[src/rtl/epb_slave_pkg.sv]
// rtl/epb_slave_pkg.sv - shared types and constants for the EPB slave path
package epb_slave_pkg;

    localparam int EPB_BUS_AW = 29;
    localparam int EPB_DW     = 16;

    localparam logic [EPB_DW-1:0] EPB_TIMEOUT_RDATA = 16'hDEAD;

    typedef enum logic [1:0] {
        ST_IDLE,
        ST_REQ,
        ST_RDY,
        ST_WAIT_CS
    } epb_state_e;

endpackage

[src/rtl/epb_slave_if.sv]
// rtl/epb_slave_if.sv - EPB pad-side strobes plus internal register bus signals
interface epb_slave_if;
    import epb_slave_pkg::*;

    logic                  epb_cs_n;
    logic                  epb_oe_n;
    logic                  epb_r_w_n;
    logic [1:0]            epb_be_n;
    logic [22:0]           epb_addr;
    logic [5:0]            epb_addr_gp;
    logic [EPB_DW-1:0]     epb_data_in;
    logic [EPB_DW-1:0]     epb_data_out;
    logic                  epb_data_oe_n;
    logic                  epb_rdy;
    logic                  epb_rdy_oe;

    logic                  bus_req;
    logic                  bus_rnw;
    logic [EPB_BUS_AW-1:0] bus_addr;
    logic [1:0]            bus_be;
    logic [EPB_DW-1:0]     bus_wdata;
    logic [EPB_DW-1:0]     bus_rdata;
    logic                  bus_ack;
    logic                  timeout_err;

    modport slave (
        input  epb_cs_n, epb_oe_n, epb_r_w_n, epb_be_n, epb_addr, epb_addr_gp, epb_data_in,
        output epb_data_out, epb_data_oe_n, epb_rdy, epb_rdy_oe,
        output bus_req, bus_rnw, bus_addr, bus_be, bus_wdata,
        input  bus_rdata, bus_ack,
        output timeout_err
    );

    modport master (
        output epb_cs_n, epb_oe_n, epb_r_w_n, epb_be_n, epb_addr, epb_addr_gp, epb_data_in,
        input  epb_data_out, epb_data_oe_n, epb_rdy, epb_rdy_oe,
        input  bus_req, bus_rnw, bus_addr, bus_be, bus_wdata,
        output bus_rdata, bus_ack,
        input  timeout_err
    );

endinterface

[src/rtl/epb_slave_timeout.sv]
// rtl/epb_slave_timeout.sv - REQ-phase cycle counter with terminal-count flag
module epb_slave_timeout #(
    parameter int unsigned TIMEOUT_CYCLES = 1024
) (
    input  logic clk,
    input  logic rst,
    input  logic run,
    output logic tc
);

    localparam logic [15:0] LAST = 16'(TIMEOUT_CYCLES - 1);

    logic [15:0] cnt_q;

    // Held at zero outside REQ, so every REQ entry starts counting from zero.
    always_ff @(posedge clk or posedge rst) begin
        if (rst) begin
            cnt_q <= '0;
        end else if (!run) begin
            cnt_q <= '0;
        end else begin
            cnt_q <= cnt_q + 16'd1;
        end
    end

    assign tc = run && (cnt_q == LAST);

endmodule

[src/rtl/epb_slave_ctrl.sv]
// rtl/epb_slave_ctrl.sv - EPB chip-select cycle to register-bus transfer (optional EPB_SLAVE_TIMEOUT_EN)
module epb_slave_ctrl
    import epb_slave_pkg::*;
#(
    parameter int unsigned TIMEOUT_CYCLES = 1024
) (
    input  logic        epb_clk,
    input  logic        epb_rst,
    epb_slave_if.slave  epb
);

    epb_state_e            state_q, state_d;
    logic                  cs_q, armed_q, abort_q;
    logic                  start, acked, expired;
    logic                  rnw_q, data_oe_n_q;
    logic [EPB_BUS_AW-1:0] addr_q;
    logic [1:0]            be_q;
    logic [EPB_DW-1:0]     wdata_q, rdata_q;

    // armed_q blocks a cs_n that was already low across reset release.
    assign start = (state_q == ST_IDLE) && armed_q && cs_q && !epb.epb_cs_n;
    assign acked = (state_q == ST_REQ) && epb.bus_ack;

`ifdef EPB_SLAVE_TIMEOUT_EN
    logic tc, terr_q;

    epb_slave_timeout #(
        .TIMEOUT_CYCLES (TIMEOUT_CYCLES)
    ) u_timeout (
        .clk (epb_clk),
        .rst (epb_rst),
        .run (state_q == ST_REQ),
        .tc  (tc)
    );

    assign expired = tc && !epb.bus_ack;

    always_ff @(posedge epb_clk or posedge epb_rst) begin
        if (epb_rst) terr_q <= 1'b0;
        else         terr_q <= expired;
    end

    assign epb.timeout_err = terr_q;
`else
    if (TIMEOUT_CYCLES < 2 || TIMEOUT_CYCLES > 65535) begin : g_timeout_range_unused
    end

    assign expired         = 1'b0;
    assign epb.timeout_err = 1'b0;
`endif

    always_ff @(posedge epb_clk or posedge epb_rst) begin
        if (epb_rst) state_q <= ST_IDLE;
        else         state_q <= state_d;
    end

    // A master abort (cs_n high at any point in REQ) skips the ready strobe.
    always_comb begin
        state_d = state_q;
        case (state_q)
            ST_IDLE:    if (start) state_d = ST_REQ;
            ST_REQ:     if (acked || expired)
                            state_d = (abort_q || epb.epb_cs_n) ? ST_IDLE : ST_RDY;
            ST_RDY:     state_d = ST_WAIT_CS;
            ST_WAIT_CS: if (epb.epb_cs_n) state_d = ST_IDLE;
            default:    state_d = ST_IDLE;
        endcase
    end

    always_ff @(posedge epb_clk or posedge epb_rst) begin
        if (epb_rst) begin
            cs_q        <= 1'b1;
            armed_q     <= 1'b0;
            abort_q     <= 1'b0;
            rnw_q       <= 1'b1;
            addr_q      <= '0;
            be_q        <= '0;
            wdata_q     <= '0;
            rdata_q     <= '0;
            data_oe_n_q <= 1'b1;
        end else begin
            cs_q    <= epb.epb_cs_n;
            armed_q <= armed_q | epb.epb_cs_n;
            abort_q <= (state_q == ST_REQ) && (abort_q || epb.epb_cs_n);
            if (start) begin
                rnw_q   <= epb.epb_r_w_n;
                addr_q  <= {epb.epb_addr_gp, epb.epb_addr};
                be_q    <= ~epb.epb_be_n;
                wdata_q <= epb.epb_data_in;
            end
            if (acked && rnw_q) begin
                rdata_q <= epb.bus_rdata;
            end else if (expired && rnw_q) begin
                rdata_q <= EPB_TIMEOUT_RDATA;
            end
            data_oe_n_q <= !(((state_q == ST_RDY) || (state_q == ST_WAIT_CS)) &&
                             rnw_q && !epb.epb_oe_n && !epb.epb_cs_n);
        end
    end

    assign epb.bus_req       = (state_q == ST_REQ);
    assign epb.bus_rnw       = rnw_q;
    assign epb.bus_addr      = addr_q;
    assign epb.bus_be        = be_q;
    assign epb.bus_wdata     = wdata_q;
    assign epb.epb_data_out  = rdata_q;
    assign epb.epb_data_oe_n = data_oe_n_q;
    assign epb.epb_rdy       = (state_q == ST_RDY);
    assign epb.epb_rdy_oe    = !epb_rst && (!epb.epb_cs_n || (state_q != ST_IDLE));

endmodule

[src/flat_wrapper.sv]
// flat-port wrapper written by rule: the top's interface ports become plain ports
module epb_slave_ctrl_flat import epb_slave_pkg::*;
#(
    parameter int unsigned TIMEOUT_CYCLES = 1024
)
  (epb_clk, epb_rst, epb_epb_cs_n, epb_epb_oe_n, epb_epb_r_w_n, epb_epb_be_n, epb_epb_addr, epb_epb_addr_gp, epb_epb_data_in, epb_epb_data_out, epb_epb_data_oe_n, epb_epb_rdy, epb_epb_rdy_oe, epb_bus_req, epb_bus_rnw, epb_bus_addr, epb_bus_be, epb_bus_wdata, epb_bus_rdata, epb_bus_ack, epb_timeout_err);
  epb_slave_if epb_i ();
  input  logic epb_clk;
  input  logic epb_rst;
  input wire logic [$bits(epb_i.epb_cs_n)-1:0] epb_epb_cs_n;
  input wire logic [$bits(epb_i.epb_oe_n)-1:0] epb_epb_oe_n;
  input wire logic [$bits(epb_i.epb_r_w_n)-1:0] epb_epb_r_w_n;
  input wire logic [$bits(epb_i.epb_be_n)-1:0] epb_epb_be_n;
  input wire logic [$bits(epb_i.epb_addr)-1:0] epb_epb_addr;
  input wire logic [$bits(epb_i.epb_addr_gp)-1:0] epb_epb_addr_gp;
  input wire logic [$bits(epb_i.epb_data_in)-1:0] epb_epb_data_in;
  output wire logic [$bits(epb_i.epb_data_out)-1:0] epb_epb_data_out;
  output wire logic [$bits(epb_i.epb_data_oe_n)-1:0] epb_epb_data_oe_n;
  output wire logic [$bits(epb_i.epb_rdy)-1:0] epb_epb_rdy;
  output wire logic [$bits(epb_i.epb_rdy_oe)-1:0] epb_epb_rdy_oe;
  output wire logic [$bits(epb_i.bus_req)-1:0] epb_bus_req;
  output wire logic [$bits(epb_i.bus_rnw)-1:0] epb_bus_rnw;
  output wire logic [$bits(epb_i.bus_addr)-1:0] epb_bus_addr;
  output wire logic [$bits(epb_i.bus_be)-1:0] epb_bus_be;
  output wire logic [$bits(epb_i.bus_wdata)-1:0] epb_bus_wdata;
  input wire logic [$bits(epb_i.bus_rdata)-1:0] epb_bus_rdata;
  input wire logic [$bits(epb_i.bus_ack)-1:0] epb_bus_ack;
  output wire logic [$bits(epb_i.timeout_err)-1:0] epb_timeout_err;
  assign epb_i.epb_cs_n = epb_epb_cs_n;
  assign epb_i.epb_oe_n = epb_epb_oe_n;
  assign epb_i.epb_r_w_n = epb_epb_r_w_n;
  assign epb_i.epb_be_n = epb_epb_be_n;
  assign epb_i.epb_addr = epb_epb_addr;
  assign epb_i.epb_addr_gp = epb_epb_addr_gp;
  assign epb_i.epb_data_in = epb_epb_data_in;
  assign epb_epb_data_out = epb_i.epb_data_out;
  assign epb_epb_data_oe_n = epb_i.epb_data_oe_n;
  assign epb_epb_rdy = epb_i.epb_rdy;
  assign epb_epb_rdy_oe = epb_i.epb_rdy_oe;
  assign epb_bus_req = epb_i.bus_req;
  assign epb_bus_rnw = epb_i.bus_rnw;
  assign epb_bus_addr = epb_i.bus_addr;
  assign epb_bus_be = epb_i.bus_be;
  assign epb_bus_wdata = epb_i.bus_wdata;
  assign epb_i.bus_rdata = epb_bus_rdata;
  assign epb_i.bus_ack = epb_bus_ack;
  assign epb_timeout_err = epb_i.timeout_err;
  epb_slave_ctrl #(.TIMEOUT_CYCLES(TIMEOUT_CYCLES)) u_core (.epb_clk(epb_clk), .epb_rst(epb_rst), .epb(epb_i));
endmodule
[config.mk]
export PLATFORM = sky130hd
export DESIGN_NAME = epb_slave_ctrl_flat
export DESIGN_NICKNAME = d
export VERILOG_FILES = /design/src/rtl/epb_slave_pkg.sv /design/src/rtl/epb_slave_if.sv /design/src/rtl/epb_slave_timeout.sv /design/src/rtl/epb_slave_ctrl.sv /design/src/flat_wrapper.sv
export SDC_FILE = /design/constraint.sdc
export NUM_CORES = 1
export LEC_CHECK = 0
export CAP_MARGIN = 30
export CORE_MARGIN = 4
export CORE_UTILIZATION = 27
export CTS_BUF_LIST = sky130_fd_sc_hd__clkbuf_16
export DETAILED_ROUTE_END_ITERATION = 10
export GPL_TIMING_DRIVEN = 0
export PLACE_DENSITY = 0.64
export SYNTH_ARGS = -nofsm -noshare
export SYNTH_HDL_FRONTEND = slang
export SYNTH_SLANG_ARGS = --single-unit
[constraint.sdc]
create_clock -name epb_clk -period 5.1 [get_ports epb_clk]
set_input_delay 1.02 -clock epb_clk [delete_from_list [all_inputs] [get_ports epb_clk]]
set_output_delay 1.02 -clock epb_clk [all_outputs]
set_load 0.02 [all_outputs]
==> reports/qor.yml, run 1 <==
synth_top_area_cell: "dfrtp_1"
syn_nets: 232
p_sw_frac: 0.332
cts_tree: "built"
avgRoutedWirePerCell_microns: 14.9
hold_path_startpoint: "u_core.armed_q$_DFF_PP0_"
totalWireLength_microns: 6710
power.leakage_nw: 2.12
fin_tns_setup_ns: 0
critPathLaunch: "epb_epb_cs_n"
cts.reportedPaths.clkPinSlew_ns: 0.05
synth_top_cell_area_share: 0.586
grt_pass1_wl_microns: 10900
area_growth_pct: 62.5
rr_worst_depth: 4
synth_enable_flop_cells: 0
num-fill-cells: 931
cap_violations: 0
final_nets: 379
core_sq_mm: 0.0103
ant_nets: 0
hpwlAfterDp_microns: 4780
ys_seq_elements: 70
skew_ns: 0.00580
yosys_warnings: 0
grt-ovfl-total: 0
antenna_cells: 0
maxSlewViolCount: 0
dr.first_iter.drc_count: 89
min_period_over_period: 0.663
arrival_ns: 2.36
whs_endpoint: "u_core.armed_q$_DFF_PP0_"
die_h_microns: 111
cellInternalPower_mw: 2.00
hold_class: "flip-flop to flip-flop"
crit_type: "input pin to output pin"
grt_max_degree: 71
grt_pass1_vias: 2083
worst-path-max-fanout: 7
combPwrFrac: 0.492
num_rows: 37
start_util: 0.277
rsz0062_at_grt: "false"
hold_depth: 1
slew_headroom: 0.412
endpoint_kind: "output pin"
r2r-end: "u_core.epb.bus_addr[21]$_DFFE_PP0P_"
setup_violations: 0
pwr-share-clk: 0.178
die_area_sq_mm: 0.0123
hold_violations: 0
vdd_drop_max_uv: 226
clk_latency_ns: 0.32
synthCells: 163
r2r_slack_ns: 3.51
drc: 0
worst_pin_slew_ns: 0.883
holdWs_ns: 0.456
post-cts-setup-buffer-count: 0
h-tree-depth: 3
drive_gt1_frac: 0.263
clock_sinks: 70
status: "finished clean"
switching_power_uw: 996
grtUsageTotal: 0.112
period_needed_ns: 3.38
io_pins: 138
holdBufCountCts: 0
fp.dieW_microns: 111
fmax_mhz: 296
gp_congestion: 0.714
cp.required_ns: 4.08
cts-buffers-inserted: 9
netlist_area_sq_mm: 0.00286
ys_types: 22
synth_async_sr_flop_share: 1.00
dr_total_vias: 1857
p_per_area_mw_per_mm2: 645
drtPass1Iterations: 3
syn_avg_cell_area_sq_um: 17.5
clockBufferDepth: 2
reg2reg_from: "u_core.state_q[0]$_DFFE_PP0P_"
io_buffers: 136
clock-root-buffer: "clkbuf_16"
via_per_inst: 4.12
crit_path_start_kind: "input pin"
synth_ff_type: "dfrtp_1"
seq_power_share: 0.330
synth.top_cells.by_area: "dfrtp_1 59%, mux2_4 26%, dfstp_2 2.8%"
yosysSeqAreaShare: 0.614
antenna_found_initial: 0
post_cts_resized: 0
[registers in the layout, indices dropped and copies added (netlist names), named ones only]
register and flops:
u_core.epb.bus_wdata 16, u_core.epb.bus_rnw 1, u_core.abort_q 1, u_core.epb.epb_data_out 16, u_core.cs_q 1, u_core.epb.bus_addr 29, u_core.epb.bus_be 2, u_core.state_q 1
u_core.armed_q 1, u_core.epb.epb_data_oe_n 1
[cell usage after synthesis (all sizes together) (2+ instances only)]
master,instances
nand2b,2
dfrtp,67
inv,3
a21oi,4
a31oi,3
dfstp,3
mux2,62
buf,7
nor2,4
[metal layers]
layer,track usage,share of wire,up-vias
li1,-,-,858
met1,0.136,0.43,920
met2,0.185,0.49,69
met3,0.0317,0.055,10
met4,0.0460,0.021,0
met5,0,0,-
[cell usage in the layout (no fill, tap or decap), types with 2 or more instances in the layout]
cell / n
clkbuf_16: 9
a31oi_1: 3
buf_4: 2
dfstp_2: 3
mux2_4: 49
a21oi_1: 4
buf_6: 5
mux2_1: 6
clkinv_1: 3
nand2b_1: 2
inv_1: 4
clkdlybuf4s50_1: 136
mux2_2: 7
dfrtp_1: 67
nor2_1: 3
[worst max-delay path by stage]
stage | end | slack (ns) | cells after the start
after floorplan | asynchronous set/reset pin | 2.32 | 1
after global placement | u_core.epb.bus_wdata[2]$_DFFE_PP0P_ | 1.03 | 2
after detailed placement | epb_epb_rdy_oe | 1.73 | 3
after CTS | epb_epb_rdy_oe | 1.73 | 3
after global routing | epb_epb_rdy_oe | 1.66 | 3
final | epb_epb_rdy_oe | 1.72 | 3
[per-stage QoR]
| stage | instances | power (mW) | setup slack, ns | utilization | area [sq um] |
|---|---|---|---|---|---|
| final | 451 | 3.00 | 1.72 | 0.450 | 4650 |
| after global routing | 451 | 3.16 | 1.66 | 0.450 | 4650 |
| after CTS | 451 | 3.05 | 1.73 | 0.450 | 4650 |
| after detailed placement | 435 | 2.48 | 1.73 | 0.426 | 4390 |
| after global placement | 435 | 2.47 | 1.03 | 0.425 | 4390 |
| after floorplan | 163 | 1.79 | 2.32 | - | 2860 |
[critical path, stage by stage]
cell             delay, ns
clkdlybuf4s50_1       0.54
a21oi_1               0.18
clkdlybuf4s50_1       0.62
[power groups by stage]
stage | clock network (mW) | logic, mW | registers (mW)
finish | 0.534 | 1.47 | 0.990
global route | 0.580 | 1.55 | 1.03
CTS | 0.557 | 1.50 | 0.992
detailed placement | 0 | 1.49 | 0.989
global placement | 0 | 1.48 | 0.985
floorplan | 0 | 0.490 | 1.30
[layout make-up]
| cell class | instances | area [sq um] | area share |
|---|---|---|---|
| multi-input cells | 83 | 1020 | 0.220 |
| plain buffers | 7 | 71.3 | 0.0153 |
| inverters | 3 | 13.8 | 0.00296 |
| clock buffers | 9 | 225 | 0.0485 |
| well taps | 136 | 170 | 0.0366 |
| clock inverters | 7 | 27.5 | 0.00592 |
| repair buffers | 136 | 1360 | 0.293 |
| flip-flops and latches | 70 | 1760 | 0.378 |
[logic make-up after synthesis]
group	share of synthesized area
buffers and inverters	0.0289
other	0.00131
multiplexers	0.308
AO/OA/AOI/OAI	0.0166
flip-flops	0.614
AND/OR/NAND/NOR	0.0311
Note: power is estimated with default switching activity, not from simulation.
==> inputs of run 2 (changes only) <==
--- a/config.mk
+++ b/config.mk
@@ -11,7 +11,7 @@
 export CTS_BUF_LIST = sky130_fd_sc_hd__clkbuf_16
 export DETAILED_ROUTE_END_ITERATION = 10
 export GPL_TIMING_DRIVEN = 0
-export PLACE_DENSITY = 0.64
+export PLACE_DENSITY = 0.66
 export SYNTH_ARGS = -nofsm -noshare
 export SYNTH_HDL_FRONTEND = slang
 export SYNTH_SLANG_ARGS = --single-unit
==> constraint.sdc (replaced) <==
create_clock -name epb_clk -period 2.97 [get_ports epb_clk]
set_input_delay 0.594 -clock epb_clk [delete_from_list [all_inputs] [get_ports epb_clk]]
set_output_delay 0.594 -clock epb_clk [all_outputs]
set_load 0.02 [all_outputs]
==> reports/qor.yml, run 2 (synthesis results as in run 1) <==
status: "finished clean"
multiInputGateArea_sq_mm: 0.00102
reg2reg_from: "u_core.state_q[0]$_DFFE_PP0P_"
area_growth_pct: 64.3
setup_violations: 0
p_per_area_mw_per_mm2: 1130
r2r_slack_ns: 1.35
dp_slack_ns: 0.456
slew_headroom: 0.433
num_rows: 37
drtPass1Iterations: 4
power_mw: 5.33
cap_violations: 0
worst_slack_ns: 0.450
antenna_found_initial: 0
crit_buf_inv: 2
die_h_microns: 111
clock_sinks: 70
hold_depth: 1
holdBufCountCts: 0
gp_congestion: 0.690
io_pins: 138
crit_type: "input pin to output pin"
post-cts-setup-buffer-count: 0
period_needed_ns: 2.52
endpoint_kind: "output pin"
avgRoutedWirePerCell_microns: 14.7
cpMaxStageDelayCell: "clkdlybuf4s50_1"
post_cts_resized: 0
via_per_inst: 4.12
whs_endpoint: "u_core.armed_q$_DFF_PP0_"
crit_chain: "clkdlybuf4s50_1 -> a21oi_1 -> clkdlybuf4s50_1"
num-fill-cells: 930
grtUsageTotal: 0.112
ant_nets: 0
hold_violations: 0
arrival_ns: 1.93
cts_tree: "built"
critPathMaxStageDelay_ns: 0.63
cpMostUsedCell: "clkdlybuf4s50_1"
rsz0062_at_grt: "false"
totalWireLength_microns: 6630
largest_register_ffs: 29
clk_latency_ns: 0.32
vdd_drop_max_uv: 418
utilization: 0.455
final_nets: 379
io_buffers: 136
grt_pass1_vias: 2058
maxSlewViolCount: 0
drive_gt1_frac: 0.273
die_area_sq_mm: 0.0123
grt_max_degree: 71
cts.reportedPaths.clkPinSlew_ns: 0.05
min_period_over_period: 0.849
core_sq_mm: 0.0103
worst-path-max-fanout: 7
layout_commonest_cell: "clkdlybuf4s50_1"
fp.dieW_microns: 111
grt_pass1_wl_microns: 11100
start_util: 0.277
worst_pin_slew_ns: 0.850
rr_worst_depth: 4
grt-ovfl-total: 0
final_cell_mix: "136 x clkdlybuf4s50_1, 67 x dfrtp_1, 49 x mux2_4"
fmax_mhz: 397
h-tree-depth: 3
hold_class: "flip-flop to flip-flop"
clockBufferDepth: 2
drc: 0
dr_total_vias: 1858
cp.required_ns: 2.38
hpwlAfterDp_microns: 4840
crit_path_start_kind: "input pin"
dr.first_iter.drc_count: 89
hold_path_startpoint: "u_core.armed_q$_DFF_PP0_"
skew_ns: 0.00760
seq_area_sq_mm: 0.00176
fin_cells: 451
dp.cells: 435
r2r-end: "u_core.epb.bus_wdata[5]$_DFFE_PP0P_"
antenna_cells: 0
clock-root-buffer: "clkbuf_16"
crit_family: "buffers and inverters"
cts-buffers-inserted: 9
power.leakage_nw: 2.14
[run 2: report_power, final]
part	leakage [nW]	switching, mW	internal [mW]
registers	0.828	0.267	1.43
clock network	0.159	0.371	0.723
logic	1.15	1.07	1.46
total	2.14	1.71	3.62
[run 2: worst max-delay path by stage]
stage,from,to,slack (ns),cells after the start
after floorplan,epb_rst,asynchronous set/reset pin,0.61,1
after global placement,epb_rst,u_core.epb.bus_wdata[3]$_DFFE_PP0P_,-0.68,2
after detailed placement,epb_epb_cs_n,epb_epb_rdy_oe,0.46,3
after CTS,epb_epb_cs_n,epb_epb_rdy_oe,0.44,3
after global routing,epb_epb_cs_n,epb_epb_rdy_oe,0.36,3
final,epb_epb_cs_n,epb_epb_rdy_oe,0.45,3
[run 2: area by class of cell]
| type | count | share of cell area |
|---|---|---|
| Clock inverter | 7 | 0.0173 |
| Timing Repair Buffer | 136 | 0.290 |
| Clock buffer | 9 | 0.0479 |
| Inverter | 3 | 0.00293 |
| Multi-Input combinational cell | 83 | 0.217 |
| Tap cell | 136 | 0.0362 |
| Buffer | 7 | 0.0152 |
| Sequential cell | 70 | 0.373 |
[run 2: layer usage]
metal	GRT usage	vias to the layer above	part of all wire
li1	-	864	-
met1	0.141	899	0.45
met2	0.181	87	0.47
met3	0.0295	8	0.067
met4	0.0468	0	0.016
met5	0	-	0
[run 2: worst register-to-register path, cell delays in order (launching register included)]
cell	delay [ns]
dfrtp_1	0.44
nor2_2	0.35
nand2_4	0.19
buf_6	0.21
mux2_4	0.31
[run 2: through the flow]
step	setup TNS [ns]	hold WS [ns]	cell area, sq um
after floorplan	0	0.428	2860
after global placement	-45.13	0.442	4390
after detailed placement	0	0.445	4390
after CTS	0	0.461	4700
after global routing	0	0.486	4700
final	0	0.463	4700
==> inputs of run 3 (changes only) <==
--- a/config.mk
+++ b/config.mk
@@ -11,7 +11,7 @@
 export CTS_BUF_LIST = sky130_fd_sc_hd__clkbuf_16
 export DETAILED_ROUTE_END_ITERATION = 10
 export GPL_TIMING_DRIVEN = 0
-export PLACE_DENSITY = 0.66
+export PLACE_DENSITY = 0.64
 export SYNTH_ARGS = -nofsm -noshare
 export SYNTH_HDL_FRONTEND = slang
 export SYNTH_SLANG_ARGS = --single-unit
==> constraint.sdc (replaced) <==
create_clock -name epb_clk -period 2.55 [get_ports epb_clk]
set_input_delay 0.51 -clock epb_clk [delete_from_list [all_inputs] [get_ports epb_clk]]
set_output_delay 0.51 -clock epb_clk [all_outputs]
set_load 0.02 [all_outputs]
==> results of run 3 <==
The final DEF is identical to that of run 1. Status: finished clean.
Among the figures that moved: setup slack after placement 1.73 ns -> 0.200 ns; setup slack after layout 1.72 ns -> 0.189 ns; register-to-register setup slack 3.51 ns -> 0.96 ns; total power 3.00 mW -> 6.00 mW; worst IR drop on VDD 226 uV -> 453 uV
